===== config.mk =====
export PLATFORM = sky130hd
export DESIGN_NAME = expr_lane_pipe
export DESIGN_NICKNAME = d
export VERILOG_FILES = /design/src/rtl/expr_pipe_pkg.sv /design/src/rtl/expr_lane.sv /design/src/rtl/expr_lane_pipe.sv
export SDC_FILE = /design/constraint.sdc
export NUM_CORES = 1
export LEC_CHECK = 0
export ABC_AREA = 1
export BUFFER_PORTS_ARGS = -buffer_cell sky130_fd_sc_hd__buf_2
export CAP_MARGIN = 20
export CORE_ASPECT_RATIO = 0.5
export CORE_UTILIZATION = 50
export DETAILED_ROUTE_END_ITERATION = 8
export PLACE_DENSITY = 0.84
export SLEW_MARGIN = 0
export SYNTH_ARGS = -nofsm -noshare
export SYNTH_HDL_FRONTEND = slang
export SYNTH_SLANG_ARGS = --single-unit

===== constraint.sdc =====
create_clock -name clk -period 2.9 [get_ports clk]
set_clock_uncertainty 0.1 [all_clocks]
set_input_delay 0.145 -clock clk [delete_from_list [all_inputs] [get_ports clk]]
set_output_delay 0.145 -clock clk [all_outputs]
set_load 0.005 [all_outputs]

===== src/rtl/expr_pipe_pkg.sv =====
// Shared opcode encoding, default geometry and lane-extraction helper for
// the expression lane pipeline.
package expr_pipe_pkg;

  typedef enum logic [2:0] {
    OP_ADD = 3'd0,
    OP_SUB = 3'd1,
    OP_AND = 3'd2,
    OP_XOR = 3'd3,
    OP_SHL = 3'd4,
    OP_SHR = 3'd5,
    OP_LT  = 3'd6,
    OP_ACC = 3'd7
  } op_e;

  localparam int unsigned DEF_W      = 6;
  localparam int unsigned DEF_NLANES = 4;

  // Widest packed bus / lane the helper can extract from.
  localparam int unsigned LANE_BUS_W = 256;
  localparam int unsigned MAX_LANE_W = 32;

  function automatic logic [MAX_LANE_W-1:0] lane_slice(
    input logic [LANE_BUS_W-1:0] bus,
    input int unsigned           idx,
    input int unsigned           w
  );
    logic [LANE_BUS_W-1:0] mask;
    mask = (LANE_BUS_W'(1) << w) - LANE_BUS_W'(1);
    return MAX_LANE_W'((bus >> (idx * w)) & mask);
  endfunction

endpackage


===== src/rtl/expr_lane.sv =====
// Combinational single-lane ALU; signedness fixed at elaboration time.
module expr_lane
  import expr_pipe_pkg::*;
#(
  parameter int unsigned W      = DEF_W,
  parameter bit          SIGNED = 1'b0
) (
  input  op_e          op,
  input  logic [W-1:0] a,
  input  logic [W-1:0] b,
  input  logic [W-1:0] acc,
  output logic [W-1:0] res,
  output logic         ovf
);

  logic [W-1:0] add_l;
  logic [W-1:0] add_r;
  logic [W:0]   sum_ext;
  logic [W:0]   diff_ext;
  logic         oversize;
  logic         lt;

  always_comb begin
    res      = '0;
    ovf      = 1'b0;
    // ACC shares the adder with ADD: acc + a instead of a + b.
    add_l    = (op == OP_ACC) ? acc : a;
    add_r    = (op == OP_ACC) ? a : b;
    sum_ext  = {1'b0, add_l} + {1'b0, add_r};
    diff_ext = {1'b0, a} - {1'b0, b};
    oversize = (32'(b) >= W);
    lt       = SIGNED ? ($signed(a) < $signed(b)) : (a < b);

    case (op)
      OP_ADD, OP_ACC: begin
        res = sum_ext[W-1:0];
        ovf = SIGNED ? ((add_l[W-1] == add_r[W-1]) && (sum_ext[W-1] != add_l[W-1]))
                     : sum_ext[W];
      end
      OP_SUB: begin
        res = diff_ext[W-1:0];
        ovf = SIGNED ? ((a[W-1] != b[W-1]) && (diff_ext[W-1] != a[W-1]))
                     : diff_ext[W];
      end
      OP_AND: res = a & b;
      OP_XOR: res = a ^ b;
      OP_SHL: res = oversize ? '0 : (a << b);
      OP_SHR: begin
        if (SIGNED) res = oversize ? {W{a[W-1]}} : W'($signed(a) >>> b);
        else        res = oversize ? '0 : (a >> b);
      end
      OP_LT:  res = {{(W-1){1'b0}}, lt};
      default: res = '0;
    endcase
  end

endmodule


===== src/rtl/expr_lane_pipe.sv =====
// Two-stage valid/ready multi-lane expression evaluator with per-lane
// accumulators and sticky overflow flags.
module expr_lane_pipe
  import expr_pipe_pkg::*;
#(
  parameter int unsigned       NLANES      = DEF_NLANES,
  parameter int unsigned       W           = DEF_W,
  parameter logic [NLANES-1:0] SIGNED_MASK = 4'b1010
) (
  input  logic                  clk,
  input  logic                  rst_n,
  input  logic                  in_valid,
  output logic                  in_ready,
  input  logic [2:0]            op,
  input  logic [NLANES*W-1:0]   a,
  input  logic [NLANES*W-1:0]   b,
  input  logic                  clr_acc,
  output logic                  out_valid,
  input  logic                  out_ready,
  output logic [NLANES*W-1:0]   y,
  output logic [NLANES-1:0]     ovf,
  output logic [NLANES-1:0]     sticky_ovf
);

  logic                s1_valid_q, s1_valid_d;
  op_e                 s1_op_q, s1_op_d;
  logic [NLANES*W-1:0] s1_a_q, s1_a_d;
  logic [NLANES*W-1:0] s1_b_q, s1_b_d;
  logic                out_valid_q, out_valid_d;
  logic [NLANES*W-1:0] y_q, y_d;
  logic [NLANES-1:0]   ovf_q, ovf_d;
  logic [NLANES-1:0]   sticky_q, sticky_d;
  logic [W-1:0]        acc_q [NLANES];
  logic [W-1:0]        acc_d [NLANES];

  logic [W-1:0]        lane_a   [NLANES];
  logic [W-1:0]        lane_b   [NLANES];
  logic [W-1:0]        lane_acc [NLANES];
  logic [W-1:0]        lane_res [NLANES];
  logic [NLANES-1:0]   lane_ovf;

  logic s2_adv, s1_adv, in_fire, s1_to_s2, acc_move;

  always_comb begin
    s2_adv   = !out_valid_q || out_ready;
    s1_adv   = !s1_valid_q || s2_adv;
    in_fire  = in_valid && s1_adv;
    s1_to_s2 = s1_valid_q && s2_adv;
    acc_move = s1_to_s2 && (s1_op_q == OP_ACC);
  end

  // Clear is folded into the ALU's accumulator operand so that a same-cycle
  // ACC transfer sees zero and the clear effectively happens first.
  always_comb begin
    for (int unsigned i = 0; i < NLANES; i++) begin
      lane_a[i]   = W'(lane_slice(LANE_BUS_W'(s1_a_q), i, W));
      lane_b[i]   = W'(lane_slice(LANE_BUS_W'(s1_b_q), i, W));
      lane_acc[i] = clr_acc ? '0 : acc_q[i];
    end
  end

  for (genvar g = 0; g < NLANES; g++) begin : g_lane
    expr_lane #(
      .W      (W),
      .SIGNED (SIGNED_MASK[g])
    ) u_lane (
      .op  (s1_op_q),
      .a   (lane_a[g]),
      .b   (lane_b[g]),
      .acc (lane_acc[g]),
      .res (lane_res[g]),
      .ovf (lane_ovf[g])
    );
  end

  always_comb begin
    s1_valid_d  = s1_valid_q;
    s1_op_d     = s1_op_q;
    s1_a_d      = s1_a_q;
    s1_b_d      = s1_b_q;
    out_valid_d = out_valid_q;
    y_d         = y_q;
    ovf_d       = ovf_q;
    sticky_d    = (sticky_q & ~{NLANES{clr_acc}}) | (s1_to_s2 ? lane_ovf : '0);

    if (s1_adv) s1_valid_d = in_valid;
    if (in_fire) begin
      s1_op_d = op_e'(op);
      s1_a_d  = a;
      s1_b_d  = b;
    end

    if (s2_adv) out_valid_d = s1_valid_q;
    if (s1_to_s2) begin
      for (int unsigned i = 0; i < NLANES; i++) y_d[i*W +: W] = lane_res[i];
      ovf_d = lane_ovf;
    end

    for (int unsigned i = 0; i < NLANES; i++) begin
      acc_d[i] = acc_move ? lane_res[i] : lane_acc[i];
    end
  end

  always_ff @(posedge clk) begin
    if (!rst_n) begin
      s1_valid_q  <= 1'b0;
      s1_op_q     <= OP_ADD;
      s1_a_q      <= '0;
      s1_b_q      <= '0;
      out_valid_q <= 1'b0;
      y_q         <= '0;
      ovf_q       <= '0;
      sticky_q    <= '0;
      acc_q       <= '{default: '0};
    end else begin
      s1_valid_q  <= s1_valid_d;
      s1_op_q     <= s1_op_d;
      s1_a_q      <= s1_a_d;
      s1_b_q      <= s1_b_d;
      out_valid_q <= out_valid_d;
      y_q         <= y_d;
      ovf_q       <= ovf_d;
      sticky_q    <= sticky_d;
      acc_q       <= acc_d;
    end
  end

  assign in_ready   = s1_adv;
  assign out_valid  = out_valid_q;
  assign y          = y_q;
  assign ovf        = ovf_q;
  assign sticky_ovf = sticky_q;

endmodule


==> summary.md <==
| Metric | Value |
|---|---|
| Power, Total | `0.00441 W` |
| Actual slew at the worst max-slew pin | `0.629 ns` |
| Starting DRT DRC Count | `1118` |
| Setup violators final | `0` |
| Met2 Use GR | `53.3%` |
| Vias per std cell | `5.76` |
| Worst path most repeated cell | `nand2_2` |
| Final hold violations | `1` |
| Post-layout instance area | `10400 µm²` |
| Detailed Route WL | `29300 µm` |
| Core Box Area | `around 17000 µm²` |
| PortBufs | `89` |
| Ys flop type | `dfxtp_1` |
| R2r setup slk | `~0.13 ns` |
| Min-delay src | `a[0]` |
| CP Launch Type | `flip-flop` |
| # clock sinks | `109` |
| Failing checks | `negative hold slack` |
| Reg2reg path depth | `12` |
| Slowest CP cell | `fa_1` |
| Hold Slack | `-0.00749 ns` |
| CTS tree | `done` |
| Critical Path Max Stage Delay | `0.48 ns` |
| Share of post-route cells with drive strength above 1 | `12.1%` |
| Req. time, crit path | `3.05 ns` |
| Hold depth | `3` |
| Die W | `190 µm` |
| Fin crit period | `2.77 ns` |
| First-pass GRT wire length | `roughly 47000 µm` |
| Unique masters post-synth | `47` |
| Area grow syn2layout | `18.0%` |
| Largest net degree at the start of global routing | `63` |
| GRT Util Overall | `32.5%` |
| Crit path max fanout | `14` |
| Fmax | `0.361 GHz` |
| HPWL Detailed | `~21000 µm` |
| CP Capture Type | `flip-flop` |
| Synth Net Count | `1550` |
| Tightest Hold Check Type | `primary input to flip-flop` |
| Via Count | `10200` |
| Post-Syn Instances | `1416` |
| Status | `complete, but fails checks` |
| Routability cong. | `a little over 1` |
| Worst-Skew Late Latency | `0.37 ns` |
| Pre-CTS WS | `-0.111 ns` |
| Htree depth | `3` |
| Die Span Y | `between 90 and 100 µm` |
| Antenna violations before repair | `0` |
| GR Layer Usage met3 | `approximately 6.1%` |
| WL/cell | `roughly 17 µm` |
| Hold endpoint | `s1_a_q[0]` |
| Io pins | `90` |
| FF-to-FF Start | `s1_op_q[0]` |
| P_leak | `5.01 nW` |
| Flops & latches, synth | `approximately 110` |
| Register area share after synthesis | `24.7%` |
| Kind of critical path | `flip-flop to flip-flop` |
| Clk buf depth | `2` |
| Root buf cell | `clkbuf_16` |
| Ys Warns | `0` |
| Final cycle utilization of the critical path | `95.6%` |
| Final setup TNS | `0 ns` |
| RSZ-0062 raised after global routing | `false` |
| Detailed-route DRC error count | `0` |
| CP Data Arrival Time | `2.92 ns` |
| FF-to-FF End | `y[10]` |
| GRT met1 Usage | `43.4%` |
| Power Dens Cells | `423 nW/µm²` |
| GRT busiest layer | `met2` |
| Top post-synthesis cells by count | `nand2_1, o21ai_0, a21oi_1` |
| Relative slew slack | `57.9%` |
| Dpl cell area | `9620 µm²` |
| MaxCap Viol Count | `0` |
| Syn Area/Cell | `6.25 µm²` |
| Initial Utilization | `between 50% and 60%` |
| Peak supply drop | `0.000284 V` |
| Rows | `33` |
| Diodes inserted | `0` |
| Worst-path clk slew | `0.09 ns` |
| Most common cell in the synthesized netlist | `nand2_1` |
| Top cell type by total area after synthesis | `dfxtp_1` |
| Post-synth EDFFs | `0` |
| Cell area after synthesis | `just under 9000 µm²` |
| Final nets | `1677` |
| CP cell instances | `nand2_2, inv_2, nand2_2, buf_12, o21ai_0, inv_1, fa_1, o21ai_1, xor2_1, or2_2, nand2_1, a21oi_1` |
| Full die area | `18300 µm²` |
| Antenna Nets Post-Route | `0` |
| Synth async-reset ratio | `0%` |
| Yosys top cell area share | `approximately a quarter` |
| Pre-antenna DRT Iters | `6` |
| Global route overflow | `0` |
| Total CTS buffers | `9` |
| Synth area leaders | `dfxtp_1, nand2_1, o21ai_0` |
| Final slew viol count | `0` |
| Setup WS post-layout | `~0.13 ns` |
| Vias in the first global route | `9314` |
==> metal layers <==
layer | wire length [µm] | share of wire (%)
met1 | 12900 | 44
met2 | 12800 | 44
met3 | 2780 | 9.5
met4 | 814 | 2.8
met5 | 0 | 0
==> repair_timing <==
action / in CTS / in global routing
hold buffers: 47 / 0
buffers inserted: 4 / 0
hold endpoints to repair: 49 / 0
setup endpoints to repair: 2 / 16
gates cloned: 0 / 0
pin swaps: 1 / 0
resized for setup: 1 / 11
==> layout by cell type (no fill, tap or decap), types with 2 or more instances in the layout <==
cell type,count
a21boi_0,2
inv_1,129
clkbuf_16,9
dlygate4sd3_1,47
a21oi_1,145
buf_2,89
fa_1,8
nor3b_1,2
o211ai_1,9
a21o_1,2
nor2_1,105
nand3_2,2
nand3_1,115
ha_1,68
xor2_1,13
nand2_1,356
buf_4,48
o21ai_0,169
nand4_1,26
nor3_1,10
a211oi_1,4
nand2_2,4
o22ai_1,2
dfxtp_1,107
ha_2,2
clkinv_8,3
o21ai_2,2
o21ai_1,15
nand3b_1,6
nor2_2,2
inv_2,3
a31oi_1,4
dfxtp_2,2
xnor2_1,5
or2_2,9
o21a_1,2
clkinv_4,2
clkinv_1,5
==> registers in the layout, summed over array words and instances (netlist names) <==
register    flops
out_valid       1
sticky_ovf      4
s1_valid_q      1
acc_q          24
s1_b_q         24
s1_a_q         24
s1_op_q         3
y              24
ovf             4
==> final cells by class <==
cell class	instances	area [µm²]
fill	1565	6410
sequential	109	2180
inverter	138	520
clock inverter	7	82.6
multi-input combinational	1099	5830
timing repair buffer	186	1310
tap	227	284
clock buffer	9	225
==> worst max path at each step <==
stage / startpoint / to / cells after the start
2_1_floorplan: s1_op_q[0] / y[22] / 14
5_1_grt: s1_op_q[0] / ovf[2] / 14
3_3_place_gp: s1_op_q[2] / y[10] / 13
6_report: s1_op_q[0] / y[10] / 12
4_1_cts: s1_op_q[0] / y[10] / 12
3_5_place_dp: s1_op_q[2] / y[10] / 13
==> metrics by stage <==
step / utilization (%) / instances / hold slack [ns]
6_report: 62.0 / 1775 / -0.00749
3_5_place_dp: 57.1 / 1708 / 0.307
5_1_grt: 62.0 / 1775 / 0.00182
4_1_cts: 61.9 / 1775 / 0.00316
2_1_floorplan: - / 1416 / 0.212
3_3_place_gp: 57.1 / 1708 / 0.296
==> power breakdown <==
part | switching [W] | total, W | internal, W | leakage (nW)
logic | 0.000893 | 0.00143 | 0.000535 | 3.97
registers | 0.000116 | 0.00170 | 0.00158 | 0.897
clock network | 0.000675 | 0.00129 | 0.000613 | 0.144
total | 0.00168 | 0.00441 | 0.00273 | 5.01
==> cells by family (layout without fill, tap and decap cells) <==
family	after synthesis	after routing	share of synthesized area (%)
AND/OR/NAND/NOR	644	644	31.2
flip-flops	109	109	24.7
XOR/XNOR	18	18	1.78
AO/OA/AOI/OAI	359	359	21.1
adder cells (fa/ha/maj)	78	78	11.7
buffers and inverters	208	340	9.46
==> worst max-delay path: cells and delay by family, from the launching register on <==
| family | cells | cell delay (ns) |
|---|---|---|
| adder cells (fa/ha/maj) | 1 | 0.48 |
| flip-flops | 1 | 0.39 |
| buffers and inverters | 3 | 0.44 |
| XOR/XNOR | 1 | 0.08 |
| AO/OA/AOI/OAI | 3 | 0.47 |
| AND/OR/NAND/NOR | 4 | 0.70 |
No activity file was read; power rests on OpenSTA's default activity.
